### src/rtl/rsa_skew_feeder.sv
// Input stage of the systolic array: accepts unskewed K-slices over valid/ready
// and emits diagonally skewed A/B lanes with per-column cal_en/cal_done markers.
module rsa_skew_feeder #(
    parameter int X      = 4,
    parameter int Y      = 4,
    parameter int L      = 4,
    parameter int RSA_DW = 32
) (
    input  logic                clk,
    input  logic                sys_rst,
    input  logic                start,
    input  logic                in_valid,
    output logic                in_ready,
    input  logic [X*RSA_DW-1:0] A_in,
    input  logic [Y*RSA_DW-1:0] B_in,
    output logic [X*RSA_DW-1:0] A_data,
    output logic [Y*RSA_DW-1:0] B_data,
    output logic [Y-1:0]        new_cal_en,
    output logic [Y-1:0]        new_cal_done,
    output logic                busy,
    output logic                done
);

    localparam int MAXXY = (X > Y) ? X : Y;
    localparam int D     = MAXXY - 1;
    localparam int DLAST = (D > 0) ? D - 1 : 0;
    localparam int KW    = $clog2(L + 1);
    localparam int DCW   = $clog2(MAXXY + 1);

    typedef enum logic [1:0] {
        S_IDLE  = 2'd0,
        S_FEED  = 2'd1,
        S_DRAIN = 2'd2,
        S_DONE  = 2'd3
    } state_t;

    state_t         r_state;
    state_t         w_state_next;
    logic [KW-1:0]  r_k;
    logic [KW-1:0]  w_k_next;
    logic [DCW-1:0] r_dcnt;
    logic [DCW-1:0] w_dcnt_next;
    logic           r_in_ready;
    logic           r_busy;
    logic           r_done;
    logic           w_accept;
    logic           w_last;

    assign w_accept = in_valid && (r_state == S_FEED);
    assign w_last   = w_accept && (r_k == KW'(L - 1));

    always_comb begin
        w_state_next = r_state;
        w_k_next     = r_k;
        w_dcnt_next  = r_dcnt;
        case (r_state)
            S_IDLE: begin
                w_k_next = '0;
                if (start) begin
                    w_state_next = S_FEED;
                end
            end
            S_FEED: begin
                if (w_accept) begin
                    if (w_last) begin
                        w_k_next     = '0;
                        w_dcnt_next  = '0;
                        w_state_next = (D == 0) ? S_DONE : S_DRAIN;
                    end else begin
                        w_k_next = r_k + KW'(1);
                    end
                end
            end
            S_DRAIN: begin
                // Shift zeros until the last beat reaches the deepest lane.
                if (r_dcnt == DCW'(DLAST)) begin
                    w_dcnt_next  = '0;
                    w_state_next = S_DONE;
                end else begin
                    w_dcnt_next = r_dcnt + DCW'(1);
                end
            end
            S_DONE: begin
                w_state_next = S_IDLE;
            end
            default: begin
                w_state_next = S_IDLE;
            end
        endcase
    end

    always_ff @(posedge clk or negedge sys_rst) begin
        if (!sys_rst) begin
            r_state    <= S_IDLE;
            r_k        <= '0;
            r_dcnt     <= '0;
            r_in_ready <= 1'b0;
            r_busy     <= 1'b0;
            r_done     <= 1'b0;
        end else begin
            r_state    <= w_state_next;
            r_k        <= w_k_next;
            r_dcnt     <= w_dcnt_next;
            // Status outputs are registered from the next state so they track r_state.
            r_in_ready <= (w_state_next == S_FEED);
            r_busy     <= (w_state_next != S_IDLE);
            r_done     <= (w_state_next == S_DONE);
        end
    end

    assign in_ready = r_in_ready;
    assign busy     = r_busy;
    assign done     = r_done;

    genvar gi;

    // Lane gi of A carries gi extra stages behind the common stage 0.
    generate
        for (gi = 0; gi < X; gi++) begin : g_a_lane
            logic [RSA_DW-1:0] r_a_sr [0:gi];

            always_ff @(posedge clk or negedge sys_rst) begin
                if (!sys_rst) begin
                    for (int s = 0; s <= gi; s++) begin
                        r_a_sr[s] <= '0;
                    end
                end else begin
                    r_a_sr[0] <= w_accept ? A_in[gi*RSA_DW +: RSA_DW] : '0;
                    for (int s = 1; s <= gi; s++) begin
                        r_a_sr[s] <= r_a_sr[s-1];
                    end
                end
            end

            assign A_data[gi*RSA_DW +: RSA_DW] = r_a_sr[gi];
        end
    endgenerate

    // B lanes carry their cal_en/cal_done markers through identical depth.
    generate
        for (gi = 0; gi < Y; gi++) begin : g_b_lane
            logic [RSA_DW-1:0] r_b_sr  [0:gi];
            logic              r_en_sr [0:gi];
            logic              r_dn_sr [0:gi];

            always_ff @(posedge clk or negedge sys_rst) begin
                if (!sys_rst) begin
                    for (int s = 0; s <= gi; s++) begin
                        r_b_sr[s]  <= '0;
                        r_en_sr[s] <= 1'b0;
                        r_dn_sr[s] <= 1'b0;
                    end
                end else begin
                    r_b_sr[0]  <= w_accept ? B_in[gi*RSA_DW +: RSA_DW] : '0;
                    r_en_sr[0] <= w_accept;
                    r_dn_sr[0] <= w_last;
                    for (int s = 1; s <= gi; s++) begin
                        r_b_sr[s]  <= r_b_sr[s-1];
                        r_en_sr[s] <= r_en_sr[s-1];
                        r_dn_sr[s] <= r_dn_sr[s-1];
                    end
                end
            end

            assign B_data[gi*RSA_DW +: RSA_DW] = r_b_sr[gi];
            assign new_cal_en[gi]              = r_en_sr[gi];
            assign new_cal_done[gi]            = r_dn_sr[gi];
        end
    endgenerate

endmodule
### config.mk
export PLATFORM = sky130hd
export DESIGN_NAME = rsa_skew_feeder
export DESIGN_NICKNAME = d
export VERILOG_FILES = /design/src/rtl/rsa_skew_feeder.sv
export SDC_FILE = /design/constraint.sdc
export NUM_CORES = 1
export LEC_CHECK = 0
export ABC_AREA = 1
export CAP_MARGIN = 25
export CORE_MARGIN = 1.5
export CORE_UTILIZATION = 50
export CTS_CLUSTER_DIAMETER = 30
export CTS_CLUSTER_SIZE = 8
export DETAILED_ROUTE_END_ITERATION = 8
export PLACE_DENSITY_LB_ADDON = 0.12
export SLEW_MARGIN = 15
export SYNTH_ARGS = -nofsm -noshare
export SYNTH_HDL_FRONTEND = slang
export SYNTH_SLANG_ARGS = --single-unit
### constraint.sdc
create_clock -name clk -period 3.15 [get_ports clk]
set_input_delay 0.7875 -clock clk [delete_from_list [all_inputs] [get_ports clk]]
set_output_delay 0.7875 -clock clk [all_outputs]
set_load 0.005 [all_outputs]
==> results.rst, run 1 <==
.. list-table::
   :header-rows: 1

   * - Metric
     - Value
   * - Pin count of the biggest net entering global routing
     - 89
   * - Post-Synthesis Mean Instance Area
     - ~15 µm²
   * - Largest cells by area after synthesis
     - dfrtp_1 75%, nor2_4 10%, buf_4 6.6%
   * - Count of nets left with antenna violations after detail routing
     - 0
   * - Number of hold buffers added after CTS
     - 0
   * - Max Freq
     - ~420 MHz
   * - H-Tree Level Count
     - 3
   * - Fraction of registers with async set/reset
     - 100%
   * - Clock Path Buffers
     - 3
   * - Share of the cycle needed by the critical path after routing
     - 75.1%
   * - Synth cell count leaders
     - 659 x dfrtp_1, 265 x inv_1, 201 x nor2_4
   * - Via-to-Cell Ratio
     - 4.17
   * - Net count after synthesis
     - 1708
   * - Average wire per standard cell
     - 16.9 µm
   * - Dominant register cell in the synthesized netlist
     - dfrtp_1
   * - Die Wd
     - 213 µm
   * - Vias in the first global route
     - 11900
   * - Max-cap violations
     - 0
   * - Peak VDD IR
     - 480 µV
   * - Count of different cell masters after synthesis
     - 18
   * - Cell taking the most area after synthesis
     - dfrtp_1
   * - Final routed wirelength across all metal layers
     - 43600 µm
   * - Effective utilization at floorplan
     - approximately half
   * - P_sw
     - 6.06 mW
   * - Total GRT Usage
     - 19.7%
   * - Post-CTS Repair Setup Buffers
     - 0
   * - Startpoint type of the worst setup path
     - flop
   * - Final global-route overflow total
     - 0
   * - Unrepaired setup endpoints after global routing
     - no
   * - Highest fanout seen on the critical path
     - 1
   * - Most numerous cell in the Yosys netlist
     - dfrtp_1
   * - Switching power as a share of total power
     - 23.3%
   * - CTS sink cnt
     - 659
   * - Static Leak
     - 15.0 nW
   * - Total via count in the routed design
     - 10800
   * - Number of search-and-repair iterations in the first detailed-routing pass
     - 4
   * - Clock Skew
     - 0.0143 ns
   * - Cell type group with the largest total delay on the critical path
     - buffers and inverters
   * - Final Net Count
     - 2169
   * - Run status
     - finished, final reports clean
   * - Delay of the slowest cell on the worst path
     - roughly 0.64 ns
   * - IO buf count
     - 526
   * - Sequential cell fraction of total power
     - between 30 and 40%
   * - Area share of the largest cell type after synthesis
     - 74.6%
   * - Multi-input gate area in the final layout
     - 2690 µm²
   * - Worst-case reg-to-reg path depth
     - 5
   * - # resized after CTS
     - 0
   * - Capture point of the worst reg-to-reg path
     - g_b_lane[2].r_b_sr[84]$_DFF_PN0_
   * - Hold Path Class
     - in -> async
   * - Critical path data required time
     - 2.36 ns
   * - Power density cells
     - 851 nW/µm²
   * - Critical path cell sequence
     - clkdlybuf4s50_1
   * - Count of filler cells inserted in the layout
     - approximately 2900
   * - Sort of element at the end of the critical path
     - output port
   * - Number of max-slew violations in the final report
     - 0
   * - Total number of yosys warnings
     - 0
   * - I/O pin count
     - 527
   * - Start-to-end type of the worst setup path
     - reg -> out
   * - Internal Power
     - 19.9 mW
   * - Clock Pin Slew Worst Setup and Hold Paths
     - 0.04 ns
   * - Worst Tran Pin Value
     - 0.541 ns
   * - Post-synthesis sequential area ratio
     - 74.6%
   * - Cell area after synthesis
     - 22100 µm²
   * - Skew-Pair Late Insertion Delay
     - 0.63 ns
   * - Share of total power in the clock network
     - a little under half
   * - Layout cell share with drive strength beyond 1
     - 21.1%
   * - FF-to-FF setup slack
     - 1.56 ns
   * - Detailed placer's ending HPWL
     - 30300 µm
   * - Launch point of the worst reg-to-reg path
     - r_state[0]$_DFF_PN0_
   * - Total of flip-flops plus latches after synthesis
     - 659
   * - Comb power frac
     - a little over an eighth
   * - Slowest-stage cell, CP
     - clkdlybuf4s50_1
   * - Fraction of the core area covered by cells at the end of the flow
     - 70.5%
   * - Die outline area
     - about 46000 µm²
   * - Core Region
     - between 40000 and 50000 µm²
   * - Signed area change from the synthesized netlist to the final layout
     - 38.1%
   * - Synthesized netlist cell count
     - 1447
   * - Setup_tns
     - 0 ns
   * - Number of design rule violations left after detail routing
     - 0
   * - Final Hold Violating Endpoints
     - 0
   * - Wire length of the first global-routing pass
     - 66100 µm
   * - FF+latch area
     - 16500 µm²
   * - CTS tree
     - built
   * - FP Rows
     - 76
   * - Bufs and invs on worst path
     - 1
   * - DRC marker count from the first detailed-route iteration
     - 549
   * - Final weighted congestion in routability-driven placement
     - 0.824
   * - Power consumption
     - approximately 26 mW
   * - Arr. time, crit path
     - 1.58 ns
   * - Min Tclk post-route
     - 2.36 ns
   * - Setup violation total in the final timing report
     - 0
   * - Number of enable-type register cells in the synthesized netlist
     - 0
   * - Max-slew headroom at the worst pin
     - 63.5%
   * - Die height
     - between 200 and 250 µm
   * - Root Driver
     - clkbuf_16
   * - Initial antenna violation count
     - 11
   * - CTS Buf Count
     - 117
==> cell type report <==
class / instances / area share, %
clock inverters: 38 / 1.81
diodes: 6 / 0.0491
well taps: 585 / 2.40
repair buffers: 564 / 18.8
inverters: 266 / 3.27
flip-flops and latches: 659 / 54.0
multi-input cells: 300 / 8.79
clock buffers: 163 / 10.9
==> worst max-delay path by stage <==
stage | end | cells after the start | slack [ns] | from
2_1_floorplan | r_k[2]$_DFFE_PN0P_ | 4 | 1.73 | in_valid
3_3_place_gp | g_b_lane[2].r_b_sr[83]$_DFF_PN0_ | 4 | 0.73 | in_valid
3_5_place_dp | g_b_lane[2].r_b_sr[84]$_DFF_PN0_ | 4 | 0.71 | in_valid
4_1_cts | A_data[96] | 1 | 0.73 | A_data[96]$_DFF_PN0_
5_1_grt | A_data[96] | 1 | 0.73 | A_data[96]$_DFF_PN0_
6_report | A_data[96] | 1 | 0.79 | A_data[96]$_DFF_PN0_
==> power groups by stage <==
stage	Sequential (mW)	Combinational, mW	Clock, mW
global placement	10.4	3.55	0
CTS	10.4	3.63	12.4
detailed placement	10.5	3.59	0
finish	10.3	3.54	12.1
floorplan	10.3	2.29	0
global route	10.5	3.82	12.8
==> placed cells by master, fill, tap and decap left out, drive strengths merged <==
cell type,instances
a21oi,1
buf,39
bufinv,12
clkbuf,163
clkdlybuf4s50,525
clkinv,15
clkinvlp,9
dfrtp,659
diode,6
ha,1
inv,268
nand2,22
nand3,9
nand4,1
nor2,263
o211ai,1
o21ai,1
xnor2,1
==> flip-flops by register name, indices dropped and copies added, names as in the netlist <==
register and flops:
r_state 2, new_cal_done 1, g_a_lane.r_a_sr 224, g_b_lane.r_b_sr 224, new_cal_en 1, A_data 96
g_b_lane.r_dn_sr 3, r_k 3, busy 1, done 1, r_dcnt 3, g_b_lane.r_en_sr 3
B_data 96, in_ready 1
==> logic make-up after synthesis <==
logic type / after synthesis / share of synthesized area, %
xor gates and xnor gates: 1 / 0.0396
and+or+nand+nor: 295 / 11.9
AOI/OAI and AO/OA: 3 / 0.0792
adders and majority gates: 1 / 0.0566
buffers and inverters: 488 / 13.3
DFF: 659 / 74.6
==> layer usage <==
| layer | track usage [%] | routed length [µm] | share of wire (%) | up-vias |
|---|---|---|---|---|
| met5 | 0 | 76 | 0.17 | - |
| met4 | 8.81 | 1130 | 2.6 | 12 |
| met3 | 8.49 | 4240 | 9.7 | 85 |
| met2 | 33.5 | 22800 | 52 | 386 |
| met1 | 21.5 | 15400 | 35 | 5353 |
| li1 | - | - | - | 4915 |
==> metrics by stage <==
stage / area (µm²) / cells / hold WS [ns] / worst slack (ns)
detailed placement: 26600 / 2374 / 0.335 / 0.708
global route: 30500 / 2578 / 0.113 / 0.730
CTS: 30500 / 2575 / 0.101 / 0.734
floorplan: 22100 / 1447 / 0.331 / 1.73
finish: 30500 / 2581 / 0.101 / 0.785
global placement: 26600 / 2374 / 0.331 / 0.727
Power figures use the tool's default switching activity.
==> run 2: changes to the inputs <==
CORE_UTILIZATION = 49   (was 50)
clock period = 2.2 ns   (was 3.15 ns; I/O delays follow)
==> run 2 against run 1 <==
- worst setup slack got worse by 0.71 ns
- die area grew 2.0%
- critical path depth unchanged
- non-clock buffer count increased by 17
- flip-flop and latch count unchanged
- sequential power up 44%
- wire length shrank 1.1%
- critical path type unchanged
- largest power group unchanged
==> results.rst, run 2 (synthesis results as in run 1) <==
.. list-table::
   :header-rows: 1

   * - Metric
     - Value
   * - # resized after CTS
     - 0
   * - Bufs and invs on worst path
     - 1
   * - Start-to-end type of the worst setup path
     - reg -> out
   * - Root Driver
     - clkbuf_16
   * - Top Registers
     - g_a_lane.r_a_sr (224), g_b_lane.r_b_sr (224)
   * - Fin cells
     - roughly 2600
   * - Number of design rule violations left after detail routing
     - 0
   * - Clock Path Buffers
     - 3
   * - DRC marker count from the first detailed-route iteration
     - 506
   * - Setup violation total in the final timing report
     - 0
   * - Final routed wirelength across all metal layers
     - 43200 µm
   * - Layout cell share with drive strength beyond 1
     - 22.1%
   * - Top library cells by usage in the layout, fill and taps aside
     - 659 x dfrtp_1, 525 x clkdlybuf4s50_1, 265 x inv_1, 201 x nor2_4, 120 x clkbuf_16
   * - Critical path cell sequence
     - clkdlybuf4s50_1
   * - FP Rows
     - 77
   * - Clock Pin Slew Worst Setup and Hold Paths
     - ~0.050 ns
   * - Comb power frac
     - 13.8%
   * - Skew-Pair Late Insertion Delay
     - 0.63 ns
   * - Final Hold Violating Endpoints
     - 0
   * - Max-cap violations
     - 0
   * - IO buf count
     - around 530
   * - Switching power as a share of total power
     - a little under a quarter
   * - Setup_tns
     - 0 ns
   * - CTS Buf Count
     - 118
   * - Effective utilization at floorplan
     - 49.8%
   * - Cell type group with the largest total delay on the critical path
     - buffers and inverters
   * - Min Tclk post-route
     - 2.13 ns
   * - Peak VDD IR
     - 734 µV
   * - Highest fanout seen on the critical path
     - 1
   * - CTS tree
     - built
   * - Initial antenna violation count
     - 7
   * - Count of nets left with antenna violations after detail routing
     - 0
   * - Crit path setup slack, layout
     - 0.0734 ns
   * - Final std cell area, no fill
     - approximately 30000 µm²
   * - I/O pin count
     - around 530
   * - Slowest-stage cell, CP
     - clkdlybuf4s50_1
   * - Critical path data required time
     - 1.65 ns
   * - Via-to-Cell Ratio
     - 4.16
   * - Internal Power
     - 29.3 mW
   * - Total GRT Usage
     - 19.5%
   * - FF-to-FF setup slack
     - about 0.82 ns
   * - Power density cells
     - ~1200 nW/µm²
   * - CTS sink cnt
     - roughly 660
   * - Placed Cells incl. Taps
     - between 2000 and 2500
   * - Unrepaired setup endpoints after global routing
     - no
   * - Worst Tran Pin Value
     - 0.458 ns
   * - Max-slew headroom at the worst pin
     - slightly below 70%
   * - Pin count of the biggest net entering global routing
     - 70
   * - Core Region
     - between 40000 and 50000 µm²
   * - Most frequent standard cell in the layout excluding fill and tap cells
     - dfrtp_1
   * - Die height
     - 215 µm
   * - Vias in the first global route
     - 12100
   * - Static Leak
     - 15.2 nW
   * - Delay of the slowest cell on the worst path
     - between 0.5 and 0.6 ns
   * - Wire length of the first global-routing pass
     - 67700 µm
   * - Total via count in the routed design
     - roughly 11000
   * - Signed area change from the synthesized netlist to the final layout
     - 39.8%
   * - Sequential cell fraction of total power
     - 38.9%
   * - Standard cell area after detailed placement
     - 26900 µm²
   * - Share of total power in the clock network
     - 47.2%
   * - Share of the cycle needed by the critical path after routing
     - between 90% and 100%
   * - P_sw
     - 8.73 mW
   * - Startpoint type of the worst setup path
     - flop
   * - Final weighted congestion in routability-driven placement
     - 0.760
   * - Die Wd
     - ~220 µm
   * - Clock Skew
     - 0.0122 ns
   * - Number of search-and-repair iterations in the first detailed-routing pass
     - 4
   * - Final-layout worst hold slack
     - 0.336 ns
   * - Average wire per standard cell
     - 16.6 µm
   * - Minimum setup slack after placement
     - ~0.24 ns
   * - Die outline area
     - 46400 µm²
   * - Hold Path Class
     - reg -> reg
   * - Detailed placer's ending HPWL
     - 29600 µm
   * - Sort of element at the end of the critical path
     - output port
   * - Number of max-slew violations in the final report
     - 0
   * - Final global-route overflow total
     - 0
   * - H-Tree Level Count
     - 3
   * - Arr. time, crit path
     - about 1.6 ns
   * - Final Net Count
     - 2187
   * - Max Freq
     - 470 MHz
   * - Run status
     - finished, final reports clean
==> run 2: worst paths after layout <==
kind | to | cells after the start | from
worst max-delay path | A_data[102] | 1 | A_data[102]$_DFF_PN0_
worst min-delay path | A_data[77]$_DFF_PN0_ | 0 | g_a_lane[2].r_a_sr[45]$_DFF_PN0_
worst max register to register | in_ready$_DFF_PN0_ | 6 | r_k[0]$_DFFE_PN0P_
worst min register to register | A_data[77]$_DFF_PN0_ | 0 | g_a_lane[2].r_a_sr[45]$_DFF_PN0_
max in group asynchronous | B_data[40]$_DFF_PN0_ | 4 | sys_rst
min in group asynchronous | g_a_lane[0].r_a_sr[1]$_DFF_PN0_ | 2 | sys_rst
==> run 2: per-stage QoR <==
| stage | util, % | total power [mW] |
|---|---|---|
| 2_1_floorplan | - | 18.1 |
| 3_3_place_gp | 60.5 | 20.1 |
| 3_5_place_dp | 60.5 | 20.3 |
| 4_1_cts | 69.6 | 38.5 |
| 5_1_grt | 69.6 | 39.6 |
| 6_report | 69.6 | 38.0 |
==> run 2: layout make-up <==
class / count / area (µm²)
Inverter: 266 / 998
Fill cell: 2989 / 13500
Clock inverter: 44 / 667
Multi-Input combinational cell: 300 / 2690
Tap cell: 592 / 741
Timing Repair Buffer: 581 / 5970
Sequential cell: 659 / 16500
Clock buffer: 156 / 3360
Antenna cell: 4 / 10.0
==> run 2: power groups by stage <==
stage | Combinational (mW) | Sequential (mW) | Clock (mW)
2_1_floorplan | 3.28 | 14.8 | 0
3_3_place_gp | 5.25 | 14.9 | 0
3_5_place_dp | 5.33 | 15.0 | 0
4_1_cts | 5.39 | 14.8 | 18.3
5_1_grt | 5.66 | 15.0 | 18.9
6_report | 5.25 | 14.8 | 17.9
==> run 2: metal layers <==
metal	wire length, µm	GRT usage, %	vias to the layer above	part of all wire (%)
li1	-	-	4941	-
met1	15400	21.8	5381	36
met2	22600	33.0	390	52
met3	3730	7.88	98	8.6
met4	1380	8.46	8	3.2
met5	55	0	-	0.13
==> run 2: what timing repair did <==
item                      4_1_cts  5_1_grt
hold endpoints to repair       34        0
hold buffers                    1        0
buffers inserted                0        0
==> run 3: changes to the inputs <==
ABC_AREA = default   (was 1)
CORE_UTILIZATION = 48   (was 49)
==> run 3 against run 2 <==
- the run now ends with DRC left
- synthesized cell count fell by 19%
- final cell count fell by 14%
- synthesized area fell by 9.2%
- wire length fell by 5.4%
- via count fell by 11%
- first-iteration DRC count rose by 20%
- flip-flop and latch count did not move
- clock power fell by 9%
- critical path type unchanged
- critical endpoint is now A_data[10]
- largest power group unchanged
- highest routed layer unchanged
==> results.rst, run 3 <==
.. list-table::
   :header-rows: 1

   * - Metric
     - Value
   * - Clock Skew
     - 0.0117 ns
   * - Signed area change from the synthesized netlist to the final layout
     - 41.5%
   * - Highest fanout seen on the critical path
     - 1
   * - Cell taking the most area after synthesis
     - dfrtp_1
   * - Power consumption
     - 35.5 mW
   * - H-Tree Level Count
     - 3
   * - Number of design rule violations left after detail routing
     - 28
   * - CTS tree
     - built
   * - Critical path data required time
     - 1.65 ns
   * - Worst Tran Pin Value
     - about 0.52 ns
   * - Number of max-slew violations in the final report
     - 0
   * - Hold Path Class
     - reg -> reg
   * - Initial antenna violation count
     - 4
   * - Arr. time, crit path
     - 1.52 ns
   * - Fraction of registers with async set/reset
     - 100%
   * - Min Tclk post-route
     - approximately 2.1 ns
   * - Start-to-end type of the worst setup path
     - reg -> out
   * - Final Net Count
     - around 1900
   * - Post-synthesis sequential area ratio
     - 82.2%
   * - Clock Path Buffers
     - 3
   * - Final global-route overflow total
     - 0
   * - CTS sink cnt
     - 659
   * - Number of enable-type register cells in the synthesized netlist
     - 0
   * - Clock Pin Slew Worst Setup and Hold Paths
     - 0.05 ns
   * - Total of flip-flops plus latches after synthesis
     - 659
   * - I/O pin count
     - 527
   * - Cell area after synthesis
     - 20100 µm²
   * - Bufs and invs on worst path
     - 1
   * - Vias in the first global route
     - 10700
   * - Startpoint type of the worst setup path
     - flop
   * - Largest cells by area after synthesis
     - dfrtp_1 82%, and2_1 8.0%, buf_4 7.3%
   * - Share of the cycle needed by the critical path after routing
     - 94.2%
   * - Run status
     - finished with violations
   * - Effective utilization at floorplan
     - 48.9%
   * - Total number of yosys warnings
     - 0
   * - Die outline area
     - 43100 µm²
   * - CTS Buf Count
     - approximately 120
   * - IO buf count
     - 526
   * - Area share of the largest cell type after synthesis
     - 82.2%
   * - Setup violation total in the final timing report
     - 0
   * - Sort of element at the end of the critical path
     - output port
   * - Failing checks
     - DRC
   * - Timing startpoint of the critical path
     - g_a_lane[0].r_a_sr[10]$_DFF_PN0_
   * - Final weighted congestion in routability-driven placement
     - 0.801
   * - Delay of the slowest cell on the worst path
     - 0.58 ns
   * - Average wire per standard cell
     - about 18 µm
   * - Die Wd
     - 207 µm
   * - Via-to-Cell Ratio
     - 4.32
   * - Most numerous cell in the Yosys netlist
     - dfrtp_1
   * - Dominant register cell in the synthesized netlist
     - dfrtp_1
   * - Layout cell share with drive strength beyond 1
     - 12.3%
   * - Net count after synthesis
     - 1437
   * - Static Leak
     - 13.4 nW
   * - Max-slew headroom at the worst pin
     - 65.1%
   * - Post-Synthesis Mean Instance Area
     - 17.1 µm²
   * - Pin count of the biggest net entering global routing
     - a little under 100
   * - Final Hold Violating Endpoints
     - 0
   * - Max-cap violations
     - 0
   * - Total via count in the routed design
     - 9649
   * - Hold Crit Start
     - g_b_lane[3].r_b_sr[79]$_DFF_PN0_
   * - Unrepaired setup endpoints after global routing
     - no
   * - Die height
     - between 200 and 250 µm
   * - Top library cells by usage in the layout, fill and taps aside
     - 659 x dfrtp_1, 522 x clkdlybuf4s50_1, 257 x and2_1, 117 x clkbuf_16
   * - DRC marker count from the first detailed-route iteration
     - between 600 and 700
   * - Launch point of the worst reg-to-reg path
     - r_state[1]$_DFF_PN0_
   * - Wire length of the first global-routing pass
     - 63000 µm
   * - Count of different cell masters after synthesis
     - 23
   * - Most frequent standard cell in the layout excluding fill and tap cells
     - dfrtp_1
   * - Power density cells
     - 1250 nW/µm²
   * - Core Region
     - between 40000 and 50000 µm²
   * - Critical path cell sequence
     - clkdlybuf4s50_1
   * - Post-CTS Repair Setup Buffers
     - 0
   * - Number of search-and-repair iterations in the first detailed-routing pass
     - 9
   * - Total GRT Usage
     - 19.8%
   * - Count of nets left with antenna violations after detail routing
     - 0
   * - Cell type group with the largest total delay on the critical path
     - buffers and inverters
   * - Max Freq
     - a little under 500 MHz
   * - Final routed wirelength across all metal layers
     - approximately 41000 µm
   * - Detailed placer's ending HPWL
     - 27900 µm
   * - Final-layout worst hold slack
     - around 0.34 ns
   * - Peak VDD IR
     - 794 µV
   * - FP Rows
     - 74
   * - Fraction of the core area covered by cells at the end of the flow
     - 69.2%
   * - Setup_tns
     - 0 ns
   * - Root Driver
     - clkbuf_16
   * - Skew-Pair Late Insertion Delay
     - around 0.62 ns
   * - Synthesized netlist cell count
     - roughly 1200
   * - Top Registers
     - g_a_lane.r_a_sr (224), g_b_lane.r_b_sr (224)
   * - Slowest-stage cell, CP
     - clkdlybuf4s50_1
   * - Synth cell count leaders
     - 659 x dfrtp_1, 257 x and2_1, 194 x buf_4
-- run 3: what timing repair did --
item | in CTS | in global routing
gates resized for setup | 2 | 1
hold buffers | 1 | 0
setup endpoints to repair | 2 | 1
hold endpoints to repair | 23 | 0
gates cloned | 0 | 0
-- run 3: worst register-to-register path: cells and delay by family, from the launching register on --
family	cells	cell delay [ns]
buf+inv	2	0.36
flops	1	0.50
simple gates	2	0.64
-- run 3: per-stage QoR --
step | setup WS (ns) | area, µm² | instances
2_1_floorplan | 0.800 | 20100 | 1176
3_3_place_gp | 0.271 | 24800 | 2045
3_5_place_dp | 0.203 | 24800 | 2045
4_1_cts | 0.0325 | 28400 | 2235
5_1_grt | 0.0393 | 28400 | 2236
6_report | 0.127 | 28400 | 2236
-- run 3: path summary, 6_finish.rpt --
path / depth (start not counted) / to / slack [ns]
worst max-delay path: 1 / A_data[10] / 0.13
worst min-delay path: 0 / g_b_lane[3].r_b_sr[47]$_DFF_PN0_ / 0.34
worst max register to register: 4 / g_a_lane[0].r_a_sr[13]$_DFF_PN0_ / 0.63
worst min register to register: 0 / g_b_lane[3].r_b_sr[47]$_DFF_PN0_ / 0.34
max in group asynchronous: 4 / g_a_lane[1].r_a_sr[41]$_DFF_PN0_ / 0.97
min in group asynchronous: 2 / A_data[89]$_DFF_PN0_ / 0.41
-- run 3: power by group --
part	leakage, nW	internal [mW]	total [mW]	switching (mW)
logic	3.04	2.67	4.34	1.68
clock network	1.77	11.0	16.3	5.35
registers	8.63	14.3	14.9	0.632
total	13.4	27.9	35.5	7.66
-- run 3: kinds of logic after synthesis --
kind of cell,after synthesis,share of synthesized area [%]
buffers and inverters,227,8.84
DFF,659,82.2
adders and majority gates,1,0.0623
AOI/OAI and AO/OA,11,0.355
and+or+nand+nor,278,8.58
-- run 3: cell type report --
cell class / instances / area (µm²)
clock buffer: 151 / 3210
multi-input combinational: 290 / 1810
fill: 2730 / 12600
clock inverter: 38 / 428
timing repair buffer: 564 / 5800
inverter: 1 / 3.75
antenna: 1 / 2.50
tap: 532 / 666
sequential: 659 / 16500
-- run 3: per-layer routing --
metal  part of all wire, %  global-route usage (%)
met5                  0.10                       0
met4                   2.8                    7.91
met3                    10                    8.96
met2                    52                    33.3
met1                    35                    21.9
